**src/rtl/vga_sync_monitor.sv**
```systemverilog
// Passive VGA timing receiver: recovers pixel coordinates from HS/VS and
// checks line/frame timing, reporting lock, violations and frame count.
//
// state  | meaning
// HUNT   | no timing reference, waiting for a VS fall
// CHECK  | one reference VS fall seen, verifying the following frame
// LOCKED | timing verified, coordinates valid
module vga_sync_monitor #(
  parameter int H_SYNC  = 96,
  parameter int H_BACK  = 48,
  parameter int H_ACT   = 640,
  parameter int H_TOTAL = 800,
  parameter int V_SYNC  = 2,
  parameter int V_BACK  = 33,
  parameter int V_ACT   = 480,
  parameter int V_TOTAL = 525
) (
  input  logic       clk,
  input  logic       reset,
  input  logic       hs_in,
  input  logic       vs_in,
  output logic [9:0] x_out,
  output logic [9:0] y_out,
  output logic       active,
  output logic       locked,
  output logic       err_pulse,
  output logic [7:0] err_count,
  output logic [7:0] frame_count,
  output logic [9:0] line_len
);

  localparam logic [9:0]  H_TOT_M1  = 10'(H_TOTAL - 1);
  localparam logic [9:0]  H_SYNC_M1 = 10'(H_SYNC - 1);
  localparam logic [9:0]  X_START   = 10'(H_SYNC + H_BACK);
  localparam logic [9:0]  X_END     = 10'(H_SYNC + H_BACK + H_ACT);
  localparam logic [9:0]  Y_START   = 10'(V_SYNC + V_BACK);
  localparam logic [9:0]  Y_END     = 10'(V_SYNC + V_BACK + V_ACT);
  localparam logic [9:0]  V_TOT_M1  = 10'(V_TOTAL - 1);
  localparam logic [10:0] V_TOT11   = 11'(V_TOTAL);
  localparam logic [3:0]  V_SYNC4   = 4'(V_SYNC);

  typedef enum logic [1:0] {HUNT = 2'd0, CHECK = 2'd1, LOCKED = 2'd2} state_t;

  state_t      state_q, state_d;
  logic        hs_q, hs_d, vs_q, vs_d;
  logic [9:0]  h_cnt_q, h_cnt_d, v_cnt_q, v_cnt_d;
  logic [3:0]  vs_w_q, vs_w_d;
  logic        h_seen_q, h_seen_d, v_seen_q, v_seen_d;
  logic [9:0]  line_len_q, line_len_d;
  logic        err_pulse_q, err_pulse_d;
  logic [7:0]  err_count_q, err_count_d, frame_count_q, frame_count_d;
  logic [9:0]  x_q, x_d, y_q, y_d;
  logic        active_q, active_d, locked_q, locked_d;

  logic        hs_fall, hs_rise, vs_fall, vs_rise, viol, in_win;
  logic [10:0] frame_len;

  assign hs_fall   = hs_q & ~hs_in;
  assign hs_rise   = ~hs_q & hs_in;
  assign vs_fall   = vs_q & ~vs_in;
  assign vs_rise   = ~vs_q & vs_in;
  assign frame_len = {1'b0, v_cnt_q} + {10'd0, hs_fall};

  always_comb begin
    state_d       = state_q;
    hs_d          = hs_in;
    vs_d          = vs_in;
    h_cnt_d       = h_cnt_q;
    v_cnt_d       = v_cnt_q;
    vs_w_d        = vs_w_q;
    h_seen_d      = h_seen_q;
    v_seen_d      = v_seen_q;
    line_len_d    = line_len_q;
    err_count_d   = err_count_q;
    frame_count_d = frame_count_q;
    x_d           = 10'd0;
    y_d           = 10'd0;
    active_d      = 1'b0;
    viol          = 1'b0;

    // Overlong lines are flagged once at H_TOTAL; the late fall is not re-flagged.
    if (hs_fall) begin
      h_cnt_d  = 10'd0;
      h_seen_d = 1'b1;
      if (h_seen_q) begin
        line_len_d = (h_cnt_q == 10'h3FF) ? 10'h3FF : h_cnt_q + 10'd1;
        if (h_cnt_q < H_TOT_M1) viol = 1'b1;
      end
    end else begin
      if (h_cnt_q != 10'h3FF) h_cnt_d = h_cnt_q + 10'd1;
      if (h_seen_q && h_cnt_q == H_TOT_M1) viol = 1'b1;
    end
    if (hs_rise && h_seen_q && h_cnt_q != H_SYNC_M1) viol = 1'b1;

    if (vs_fall) begin
      v_cnt_d  = 10'd0;
      v_seen_d = 1'b1;
      vs_w_d   = hs_fall ? 4'd1 : 4'd0;
      if (v_seen_q && frame_len < V_TOT11) viol = 1'b1;
    end else begin
      if (hs_fall) begin
        if (v_cnt_q != 10'h3FF) v_cnt_d = v_cnt_q + 10'd1;
        if (v_seen_q && v_cnt_q == V_TOT_M1) viol = 1'b1;
        if (!vs_in && vs_w_q != 4'hF) vs_w_d = vs_w_q + 4'd1;
      end
    end
    if (vs_rise && v_seen_q && vs_w_q != V_SYNC4) viol = 1'b1;

    case (state_q)
      HUNT:    if (vs_fall) state_d = CHECK;
      CHECK:   if (viol) state_d = HUNT; else if (vs_fall) state_d = LOCKED;
      LOCKED:  if (viol) state_d = HUNT;
      default: state_d = HUNT;
    endcase

    err_pulse_d = viol;
    if (viol && state_q != HUNT && err_count_q != 8'hFF) err_count_d = err_count_q + 8'd1;
    if (vs_fall && state_q == LOCKED) frame_count_d = frame_count_q + 8'd1;
    locked_d = (state_d == LOCKED);

    in_win = (h_cnt_q >= X_START) && (h_cnt_q < X_END) &&
             (v_cnt_q >= Y_START) && (v_cnt_q < Y_END);
    if (in_win && state_q == LOCKED) begin
      active_d = 1'b1;
      x_d      = h_cnt_q - X_START;
      y_d      = v_cnt_q - Y_START;
    end
  end

  always_ff @(posedge clk or posedge reset) begin
    if (reset) begin
      state_q       <= HUNT;
      hs_q          <= 1'b1;
      vs_q          <= 1'b1;
      h_cnt_q       <= 10'd0;
      v_cnt_q       <= 10'd0;
      vs_w_q        <= 4'd0;
      h_seen_q      <= 1'b0;
      v_seen_q      <= 1'b0;
      line_len_q    <= 10'd0;
      err_pulse_q   <= 1'b0;
      err_count_q   <= 8'd0;
      frame_count_q <= 8'd0;
      x_q           <= 10'd0;
      y_q           <= 10'd0;
      active_q      <= 1'b0;
      locked_q      <= 1'b0;
    end else begin
      state_q       <= state_d;
      hs_q          <= hs_d;
      vs_q          <= vs_d;
      h_cnt_q       <= h_cnt_d;
      v_cnt_q       <= v_cnt_d;
      vs_w_q        <= vs_w_d;
      h_seen_q      <= h_seen_d;
      v_seen_q      <= v_seen_d;
      line_len_q    <= line_len_d;
      err_pulse_q   <= err_pulse_d;
      err_count_q   <= err_count_d;
      frame_count_q <= frame_count_d;
      x_q           <= x_d;
      y_q           <= y_d;
      active_q      <= active_d;
      locked_q      <= locked_d;
    end
  end

  assign x_out       = x_q;
  assign y_out       = y_q;
  assign active      = active_q;
  assign locked      = locked_q;
  assign err_pulse   = err_pulse_q;
  assign err_count   = err_count_q;
  assign frame_count = frame_count_q;
  assign line_len    = line_len_q;

endmodule

```
**config.mk**
```make
export PLATFORM = sky130hd
export DESIGN_NAME = vga_sync_monitor
export DESIGN_NICKNAME = d
export VERILOG_FILES = /design/src/rtl/vga_sync_monitor.sv
export SDC_FILE = /design/constraint.sdc
export NUM_CORES = 1
export LEC_CHECK = 0
export CAP_MARGIN = 20
export CELL_PAD_IN_SITES_DETAIL_PLACEMENT = 0
export CELL_PAD_IN_SITES_GLOBAL_PLACEMENT = 1
export CORE_ASPECT_RATIO = 0.8
export CORE_MARGIN = 3
export CORE_UTILIZATION = 46
export DETAILED_ROUTE_END_ITERATION = 8
export GPL_TIMING_DRIVEN = 0
export PLACE_DENSITY = 0.95
export SLEW_MARGIN = 10
export SYNTH_ARGS = -nofsm -noshare
export SYNTH_HDL_FRONTEND = slang
export SYNTH_SLANG_ARGS = --single-unit
```
**constraint.sdc**
```tcl
create_clock -name clk -period 6.5 [get_ports clk]
set_clock_uncertainty 0.05 [all_clocks]
set_input_delay 1.3 -clock clk [delete_from_list [all_inputs] [get_ports clk]]
set_output_delay 1.3 -clock clk [all_outputs]
set_load 0.1 [all_outputs]
```
# Yosys cells after proc, flatten, opt, wreduce, memory -nomap -nowiden
# Cells that the tools add are included.
# W data, S select, Z words.
[classes]
add_sub_neg = 8
magnitude_cmp = 6
n_eq_ne = 12
muxes = 28
bitwise_logic = 8
n_reduce_logical = 25
[ops]
columns = ["cell", "count"]
rows = [
  ["$mux W10", 8],
  ["$eq A10 B10 Y1 const B", 3],
  ["$lt A10 B10 Y1 const B", 3],
  ["$add A10 B1 Y10 const B", 2],
  ["$ne A10 B10 Y1 const B", 2],
  ["$add A8 B1 Y8 const B", 2],
  ["$logic_and A1 B1 Y1", 15],
  ["$mux W1", 12],
  ["$mux W4", 3],
  ["$add A10 B1 Y11", 1],
  ["$lt A11 B10 Y1 const B", 1],
  ["$ge A10 B6 Y1 const B", 1],
  ["$ge A10 B8 Y1 const B", 1],
  ["$ne A10 B7 Y1 const B", 1],
  ["$reduce_bool A2 Y1", 5],
  ["$sub A10 B6 Y10 const B", 1],
  ["$sub A10 B8 Y10 const B", 1],
  ["$mux W2", 4],
  ["$ne A8 B8 Y1 const B", 1],
  ["$pmux W2 S3", 1],
  ["$reduce_and A2 Y1", 3],
  ["$add A4 B1 Y4 const B", 1],
  ["$and A1 B1 Y1", 4],
  ["$eq A2 B2 Y1 const B", 2],
  ["other kinds (6)", 9],
]
[word_totals]
reg_bits = 79
inputBits = 4
out_inout_bits = 49

# Logic depth before layout (Yosys ltp)
# Gate-level depths: netlist (run 1).
[logic_depth]
depth_word = 12
ltp_mapped = 11
ltp_nobuf = 9

# Worst setup path after synthesis (run 1)
# No wires, ideal clock.
[synth_path]
kind = "input-to-reg"
from = "in hs_in"
to = "reg err_count_q[1], in the netlist err_count[1]"
arrival_time_ps = 3817
slack_ps = 2504
stages = 10
cell_sequence = "nor2b_1 > clkbuf_1 > buf_1 > ha_1 > ha_1 > o2111ai_1 > a211oi_1 > a211oi_4 > nor3_2 > mux2_1"
[synth_via]
elab_chain_len = 10
word_cells_on_any_way = 17
classes_between = "add/sub: 1; order compare: 1; mux: 7; bitwise: 3; reduce/logical: 5"
[synth_rtl]
columns = ["item", "line", "text"]
rows = [
  ["start, declared", "20", "input logic hs_in,"],
  ["$not A1 Y1 *", "58", "assign hs_fall = hs_q & ~hs_in;"],
  ["$and A1 B1 Y1 *", "58", ""],
  ["via hs_fall", "55", "logic hs_fall, hs_rise, vs_fall, vs_rise, viol, in_win;"],
  ["$add A10 B1 Y11 / $mux W1 (equally long branches)", "62, 82", ""],
  ["$lt A11 B10 Y1 / $mux W1 (equally long branches)", "99, 93", ""],
  ["$logic_and A1 B1 Y1 / $mux W1 (equally long branches)", "99, 103", ""],
  ["$mux W1, on equally long branches", "99, 101", ""],
  ["$mux W1 *", "95", "if (vs_fall) begin"],
  ["$mux W1 *", "107", "if (vs_rise && v_seen_q && vs_w_q != V_SYNC4) viol = 1'b1;"],
  ["$logic_and A1 B1 Y1 * (2 in a row)", "117", "if (viol && state_q != HUNT && err_count_q != 8'hFF) err_count_d = err_count_q + 8'd1;"],
  ["end signal, assigned", "159", "err_count_q <= err_count_d;"],
  ["end, declared", "51", "logic [7:0] err_count_q, err_count_d, frame_count_q, frame_count_d;"],
]
# Mark *: on every way through the listed nets, which the timed path passes. The rest lies on a longest branch.
# A chain may end at the register's enable or synchronous reset.

# Worst setup path in the final report (run 1)
# Ends and elaborated chain as after synthesis.

==> flow_summary.json, run 1 <==
{
  "io-pin-count": 53,
  "fin_nets": 494,
  "synth_area_um2": 4030,
  "antenna_found_initial": 0,
  "synthAdderAreaFrac_pct": 4.04,
  "hold_class": "reg -> reg",
  "outcome": "complete, no violations",
  "leakage_nw": 2.15,
  "timing.rr.start": "hs_q$_DFF_PP1_",
  "core-area_um2": 8200,
  "cap_violations": 0,
  "overflow": 0,
  "fmax_mhz": 204,
  "drtAntennaViolNets": 0,
  "wl_per_cell_um": 15.1,
  "hp-start": "frame_count[7]$_DFFE_PP0P_",
  "initial_utilization_pct": 49.1,
  "required_ns": 6.70,
  "synthSimpleGateAreaFrac_pct": 22.1,
  "cts-resized-gates": 0,
  "io_buffers": 52,
  "firstDrtPassIters": 4,
  "min_period_over_period_pct": 75.3,
  "dp.final_hpwl_um": 6480,
  "layout_commonest_cell": "dfrtp_1",
  "area_delta_synth_final_pct": 22.3,
  "hold_viol_final": 0,
  "vias": 3247,
  "final_cell_mix": "dfrtp_1 (77), nor2_1 (59), clkdlybuf4s50_1 (52)",
  "hold_slack_ns": 0.426,
  "gp_congestion": 0.886,
  "totalNegativeSetupSlack_ns": 0,
  "diodes": 0,
  "grt_pass1_vias": 3126,
  "pwr_density_cell_nw_per_um2": 297,
  "clk_root_buffer_cell": "clkbuf_8",
  "grtUsageTotal_pct": 19.1,
  "cp-start-kind": "input port",
  "yosysWarnings": 0,
  "crit_path_end_kind": "register",
  "route.detailed.drc": 0,
  "crit_type": "in -> reg",
  "synth_nets": 430,
  "synth_compound_area_share_pct": 11.2,
  "clkTransAtPathRegs_ns": 0.09,
  "rsz0062_at_grt": "no",
  "clock_sinks": 79,
  "fin_crit_ns": 4.90,
  "wirelength_um": 8920,
  "vdd_drop_max_mv": 0.235,
  "cts_buffer_depth": 2,
  "cts-hold-fix-buffers": 0,
  "synth-main-ff-cell": "dfrtp_1",
  "synth_top_cell_by_area": "dfrtp_1",
  "tightest_slew_ns": 0.985,
  "yosys-mux-area-fraction_pct": 1.31,
  "max-slew-margin-rel_pct": 34.1,
  "critical_path_arrival_ns": 5.09,
  "grt_pass1_wl_um": 15200,
  "synth_top_family_by_area": "simple AND/OR/NAND/NOR gates",
  "die_w_um": 111,
  "post_cts_buffers": 0,
  "vias_per_cell": 5.50,
  "synth_edf_count": 0,
  "synth_top_area_share_pct": 47.9,
  "drt-initial-drc-count": 227,
  "setup_viol_count_final": 0,
  "synth-seq-cells": 79,
  "synth.avg_cell_area_um2": 9.75,
  "clkLatencyLatePin_ns": 0.37,
  "cts_tree": "built",
  "synth.distinct_cells": 63,
  "synthTopCellsByArea": "dfrtp_1 (48%), nor2_1 (5.5%), xnor2_1 (4.4%)",
  "htree_levels": 3,
  "syn_inst": 413,
  "synth_xor_area_share_pct": 7.83,
  "drive_gt1_share_pct": 8.30,
  "drv_slew": 0,
  "row_count": 29,
  "async_reset_ff_share_pct": 100,
  "seq_area_frac_synth_pct": 49.2,
  "grt_max_degree": 62,
  "cts_buffers": 9,
  "cp_max_fo": 10,
  "die_height_um": 89.7,
  "power_mw": 1.46,
  "dieArea_um2": 9920,
  "startpoint": "hs_in"
}
## registers in the layout, summed over array words and instances (netlist names), 2 cells and up
name         cells
h_cnt_q         10
line_len        10
v_cnt_q         10
x_out           10
y_out           10
err_count        8
frame_count      8
vs_w_q           4
state_q          2
## cell usage after synthesis, drive strengths merged, types with 3 or more instances
cell	n
inv	19
nand2b	5
o31a	4
nor4	8
a31oi	6
xor2	16
and3	6
clkbuf	16
nor4b	4
nor2b	4
ha	13
o31ai	3
nor2	60
nor3	10
nand3	13
mux2i	3
nand4	11
xnor2	20
o21ai	22
buf	8
dfrtp	77
nand2	33
a21oi	14
## cells by family after synthesis
family	count (synthesis)
compound gates	65
simple gates	172
xor+xnor	36
buf+inv	43
mux	5
fa+ha+maj	13
flops	79
## routing by layer
metal	part of all wire, %	global-route usage, %
met1	48	26.2
met2	44	29.8
met3	6.5	4.42
met4	1.6	7.61
met5	0	0
## path summary, 6_finish.rpt
check / slack [ns] / endpoint / cells after the start
max: 1.60 / err_count[1]$_DFFE_PP0P_ / 11
min in group asynchronous: 1.16 / line_len[2]$_DFFE_PP0P_ / 2
max in group asynchronous: 4.63 / vs_q$_DFF_PP1_ / 3
max reg2reg: 2.52 / err_count[1]$_DFFE_PP0P_ / 10
min reg2reg: 0.43 / frame_count[7]$_DFFE_PP0P_ / 1
min: 0.43 / frame_count[7]$_DFFE_PP0P_ / 1
## per-stage QoR
| stage | std cells | utilization, % | instance area [um^2] | setup WS, ns |
|---|---|---|---|---|
| floorplan | 413 | - | 4030 | 2.50 |
| global route | 590 | 60.1 | 4920 | 1.39 |
| finish | 590 | 60.1 | 4920 | 1.60 |
| global placement | 573 | 57.1 | 4680 | 1.35 |
| CTS | 590 | 60.1 | 4920 | 1.63 |
| detailed placement | 574 | 57.5 | 4710 | 1.27 |
## layout make-up
| type | count | area, um^2 |
|---|---|---|
| clock inverter | 6 | 75.1 |
| clock buffer | 10 | 138 |
| sequential | 79 | 1980 |
| fill | 714 | 3280 |
| inverter | 19 | 73.8 |
| timing repair buffer | 53 | 548 |
| multi-input combinational | 291 | 1870 |
| tap | 108 | 135 |
| buffer | 24 | 105 |
## power breakdown
| part | internal (mW) | leakage, nW | total [mW] | switching (mW) |
|---|---|---|---|---|
| Clock | 0.194 | 0.105 | 0.392 | 0.198 |
| Combinational | 0.121 | 0.993 | 0.472 | 0.351 |
| Sequential | 0.540 | 1.06 | 0.600 | 0.0595 |
## worst max-delay path, cell delays in order
cell and delay (ns):
clkdlybuf4s50_1 0.50, nor2b_1 0.38, clkbuf_1 0.44, buf_1 0.46, ha_1 0.32, ha_1 0.27
o2111ai_1 0.14, a211oi_1 0.47, a211oi_4 0.18, nor3_2 0.28, mux2_1 0.34
Power figures use the tool's default switching activity.
==> run 2, diff against run 1 <==
- CORE_UTILIZATION: 46 -> 43
- PLACE_DENSITY: 0.95 -> 0.91
- clock period: 6.5 -> 5.1 ns (I/O delays scaled with it)
==> run 2 against run 1 <==
  * Global-route usage decreased by 0.42 points
  * Count of clock-buffer cells in the layout unchanged
  * Cell area up 2.8%
  * Sequential share of layout area down 1.1 points
  * Non-clock buffer count unchanged
  * Utilization fell by 2.4 points
  * Die area is 6.5% higher
  * First-iteration DRC count fell by 32%
  * Wire length increased by 4.2%
  * Via count shrank 0.77%
  * Sequential power grew 28%
  * Largest cell class unchanged
==> flow_summary.json, run 2 (synthesis results as in run 1) <==
{
  "outcome": "complete, no violations",
  "grt_use_met3_pct": 5.49,
  "hold_viol_final": 0,
  "cts-resized-gates": 0,
  "vdd_drop_max_mv": 0.409,
  "internal-power_mw": 1.33,
  "overflow": 0,
  "clkTransAtPathRegs_ns": 0.06,
  "cts-hold-fix-buffers": 0,
  "critical_path_arrival_ns": 4.83,
  "drt-initial-drc-count": 154,
  "antenna_found_initial": 0,
  "core-area_um2": 8780,
  "fin_nets": 494,
  "drv_slew": 0,
  "p_comb_share_pct": 28.6,
  "io-pin-count": 53,
  "diodes": 0,
  "totalNegativeSetupSlack_ns": 0,
  "final_cell_mix": "dfrtp_1 (77), nor2_1 (59), clkdlybuf4s50_1 (52)",
  "min_period_over_period_pct": 91.6,
  "crit_type": "in -> reg",
  "clk_root_buffer_cell": "clkbuf_16",
  "htree_levels": 3,
  "cts_tree": "built",
  "leakage_nw": 2.21,
  "max-slew-margin-rel_pct": 32.6,
  "dp.final_hpwl_um": 6660,
  "grtUsageTotal_pct": 18.7,
  "grt_pass1_wl_um": 15600,
  "layout_commonest_cell": "dfrtp_1",
  "rsz0062_at_grt": "no",
  "post_cts_buffers": 0,
  "crit_path_end_kind": "register",
  "die_height_um": 92.6,
  "wirelength_um": 9290,
  "cap_violations": 0,
  "die_w_um": 114,
  "initial_utilization_pct": 45.8,
  "tightest_slew_ns": 1.01,
  "cts_buffer_depth": 2,
  "area_delta_synth_final_pct": 25.7,
  "drive_gt1_share_pct": 8.09,
  "gp_congestion": 0.884,
  "fillers": 769,
  "swShare_pct": 37.2,
  "wl_per_cell_um": 15.6,
  "pwr_density_cell_nw_per_um2": 417,
  "p_sw_uw": 787,
  "vias": 3222,
  "met1_usage_pct": 26.9,
  "grt.met2_usage_pct": 27.6,
  "grt_pass1_vias": 3093,
  "p_clk_share_pct": 35.1,
  "firstDrtPassIters": 4,
  "cp-start-kind": "input port",
  "drtAntennaViolNets": 0,
  "required_ns": 5.26,
  "clkLatencyLatePin_ns": 0.33,
  "top_usage_layer": "met2",
  "row_count": 30,
  "setup_viol_count_final": 0,
  "hold_class": "reg -> reg",
  "multi_input_area_um2": 1870,
  "dieArea_um2": 10600,
  "fin_crit_ns": 4.67,
  "grt_max_degree": 49,
  "io_buffers": 52,
  "fmax_mhz": 214,
  "route.detailed.drc": 0,
  "regArea_um2": 1980,
  "vias_per_cell": 5.42,
  "cp_max_fo": 10,
  "clock_sinks": 79,
  "pwr-share-seq_pct": 36.2,
  "cts_buffers": 9,
  "utilization_pct": 57.6
}
## run 2: cell types whose count changed in the layout (fill, tap and decap cells not counted), sizes merged
cell / previous run / this run
bufinv: 1 / 3
clkinv: 1 / 0
inv: 22 / 21
## run 2: area by class of cell
cell class                 count  share of cell area, %
multi-input combinational    291                   37.0
timing repair buffer          53                   10.8
clock inverter                 6                   2.27
sequential                    79                   39.1
buffer                        24                   2.08
tap                          112                   2.77
clock buffer                  10                   4.52
inverter                      19                   1.46
## run 2: power by group through the flow
stage / Sequential [mW] / Clock (mW) / Combinational [mW]
after detailed placement: 0.776 / 0 / 0.607
final: 0.765 / 0.742 / 0.605
after global routing: 0.777 / 0.786 / 0.647
after global placement: 0.770 / 0 / 0.595
after CTS: 0.765 / 0.754 / 0.609
after floorplan: 1.05 / 0 / 0.176
## run 2: per-stage QoR
step           cell area (um^2)  hold WS [ns]  setup WS, ns  total power, mW  cells
5_1_grt                    5060         0.441         0.177             2.21    594
2_1_floorplan              4030         0.394          1.38             1.22    413
3_3_place_gp               4690         0.409         0.151             1.37    577
6_report                   5060         0.429         0.431             2.11    594
4_1_cts                    5060         0.428         0.448             2.13    594
3_5_place_dp               4720         0.415         0.116             1.38    578
## run 2: path summary, 6_finish.rpt
kind	startpoint	end	slack, ns	cells past startpoint
hold reg to reg	v_seen_q$_DFFE_PP0P_	v_seen_q$_DFFE_PP0P_	0.43	2
max in group asynchronous	reset	y_out[4]$_DFF_PP0_	3.44	3
setup / recovery	hs_in	err_count[1]$_DFFE_PP0P_	0.43	11
min in group asynchronous	reset	line_len[1]$_DFFE_PP0P_	1.00	2
setup reg to reg	hs_q$_DFF_PP1_	err_count[1]$_DFFE_PP0P_	1.14	10
hold / removal	v_seen_q$_DFFE_PP0P_	v_seen_q$_DFFE_PP0P_	0.43	2
## run 2: layer usage
layer | wire, um | vias up
li1 | - | 1562
met1 | 4640 | 1579
met2 | 4070 | 75
met3 | 525 | 6
met4 | 57 | 0
met5 | 0 | -
## run 2: critical path, stage by stage
cell and delay, ns:
clkdlybuf4s50_1 0.52, nor2b_1 0.39, clkbuf_1 0.40, buf_1 0.48, ha_1 0.31, ha_1 0.27
o2111ai_1 0.14, a211oi_1 0.47, a211oi_4 0.19, nor3_2 0.28, mux2_1 0.35
==> run 3, diff against run 2 <==
- SETUP_SLACK_MARGIN: default -> 0.4
==> run 3 against run 2 <==
  * Wire length is 0.40% lower
  * Combinational power hardly changed
  * Cell area hardly changed
  * Critical path type unchanged
  * Maximum frequency grew 8.2%
  * Worst setup slack improved by 0.35 ns
  * Worst hold slack got worse by 0.0012 ns
  * Count of clock-buffer cells in the layout unchanged
  * Critical endpoint unchanged
  * Cell count is the same
  * First-iteration DRC count up 3.9%
  * Register-to-register slack better by 0.34 ns
  * Largest power group unchanged
==> flow_summary.json, run 3 (synthesis results as in run 1) <==
{
  "drive_gt1_share_pct": 8.51,
  "grt_pass1_vias": 3093,
  "diodes": 0,
  "hp-start": "line_len[6]$_DFFE_PP0P_",
  "place_area_um2": 4720,
  "layout_commonest_cell": "dfrtp_1",
  "vdd_drop_max_mv": 0.409,
  "initial_utilization_pct": 45.8,
  "outcome": "complete, no violations",
  "io-pin-count": 53,
  "clkLatencyLatePin_ns": 0.34,
  "stdcell_area_um2": 5060,
  "grt_pass1_wl_um": 15600,
  "grtUsageTotal_pct": 18.7,
  "crit_path_end_kind": "register",
  "post_cts_buffers": 0,
  "die_w_um": 114,
  "hold_path_end": "line_len[6]$_DFFE_PP0P_",
  "row_count": 30,
  "htree_levels": 3,
  "vias": 3216,
  "setup_viol_count_final": 0,
  "vias_per_cell": 5.41,
  "clock_sinks": 79,
  "route.detailed.drc": 0,
  "max-slew-margin-rel_pct": 32.6,
  "timing.rr.start": "hs_q$_DFF_PP1_",
  "cts_buffer_depth": 2,
  "pwr_density_cell_nw_per_um2": 418,
  "cp-start-kind": "input port",
  "min_period_over_period_pct": 84.6,
  "grt_max_degree": 49,
  "regArea_um2": 1980,
  "tightest_slew_ns": 1.01,
  "leakage_nw": 2.22,
  "hold_viol_final": 0,
  "min_path_cells": 2,
  "crit_type": "in -> reg",
  "wirelength_um": 9250,
  "required_ns": 5.27,
  "cts_buffers": 9,
  "r2r_setup_slack_ns": 1.48,
  "drv_slew": 0,
  "rsz0062_at_grt": "no",
  "rr_endpoint": "err_count[1]$_DFFE_PP0P_",
  "cp_max_fo": 10,
  "die_height_um": 92.6,
  "fmax_mhz": 232,
  "fillers": 769,
  "cts_tree": "built",
  "io_buffers": 52,
  "critical_path_arrival_ns": 4.48,
  "area_delta_synth_final_pct": 25.8,
  "clk_root_buffer_cell": "clkbuf_16",
  "gp_congestion": 0.884,
  "worstRegToRegCells": 10,
  "fin_nets": 494,
  "fin_crit_ns": 4.32,
  "antenna_found_initial": 0,
  "final_cell_mix": "dfrtp_1 (77), nor2_1 (59), clkdlybuf4s50_1 (52)",
  "firstDrtPassIters": 4,
  "multi_input_area_um2": 1870,
  "drt-initial-drc-count": 160,
  "core-area_um2": 8780,
  "cap_violations": 0,
  "overflow": 0,
  "totalNegativeSetupSlack_ns": 0,
  "dieArea_um2": 10600,
  "cts-hold-fix-buffers": 0,
  "drtAntennaViolNets": 0,
  "dp.final_hpwl_um": 6660,
  "hold_class": "reg -> reg",
  "clkTransAtPathRegs_ns": 0.06,
  "wl_per_cell_um": 15.6
}
run 3: cell count changes in the layout (fill, tap and decap cells not counted):
cell      before  now
clkbuf_2       0    2
buf_1          1    0
clkbuf_1      17   16
run 3: area by class of cell:
cell class,count,share of cell area [%]
tap,112,2.77
buffer,24,2.13
clock inverter,6,2.27
multi-input combinational,291,36.9
sequential,79,39.1
clock buffer,10,4.52
inverter,19,1.46
timing repair buffer,53,10.8
run 3: worst max path at each step:
stage | startpoint | to | depth (start not counted) | slack [ns]
after global placement | hs_in | err_count[1]$_DFFE_PP0P_ | 11 | 0.15
after CTS | hs_in | err_count[1]$_DFFE_PP0P_ | 11 | 0.45
final | hs_in | err_count[1]$_DFFE_PP0P_ | 11 | 0.78
after detailed placement | hs_in | err_count[1]$_DFFE_PP0P_ | 11 | 0.12
after global routing | hs_in | err_count[1]$_DFFE_PP0P_ | 11 | 0.51
after floorplan | hs_in | err_count[1]$_DFFE_PP0P_ | 10 | 1.38
run 3: timing repair:
action	4_1_cts	5_1_grt
resized for setup	0	3
setup endpoints to repair	0	8
hold endpoints to repair	0	0
run 3: where the power goes:
| part | total (mW) | switching, mW | internal, mW |
|---|---|---|---|
| clock network | 0.745 | 0.263 | 0.482 |
| registers | 0.765 | 0.0755 | 0.690 |
| logic | 0.605 | 0.451 | 0.155 |
run 3: critical path: stages:
cell and delay [ns]:
clkdlybuf4s50_1 0.51, nor2b_1 0.37, clkbuf_2 0.31, clkbuf_2 0.30, ha_1 0.26, ha_1 0.28
o2111ai_1 0.14, a211oi_1 0.47, a211oi_4 0.19, nor3_2 0.29, mux2_1 0.35
run 3: per-layer routing:
layer / track usage [%] / routed length, um / vias to the layer above
met5: 0 / 0 / -
met1: 26.9 / 4620 / 1565
li1: - / - / 1566
met2: 27.6 / 4020 / 76
met3: 5.49 / 520 / 9
met4: 4.55 / 86 / 0
run 3: stage by stage:
step / hold WS, ns / util [%] / total power, mW / setup slack [ns] / instances
after floorplan: 0.394 / - / 1.22 / 1.38 / 413
after global placement: 0.409 / 53.4 / 1.37 / 0.151 / 577
after detailed placement: 0.415 / 53.7 / 1.38 / 0.116 / 578
after CTS: 0.428 / 57.6 / 2.13 / 0.448 / 594
after global routing: 0.441 / 57.6 / 2.21 / 0.515 / 594
final: 0.428 / 57.6 / 2.12 / 0.785 / 594
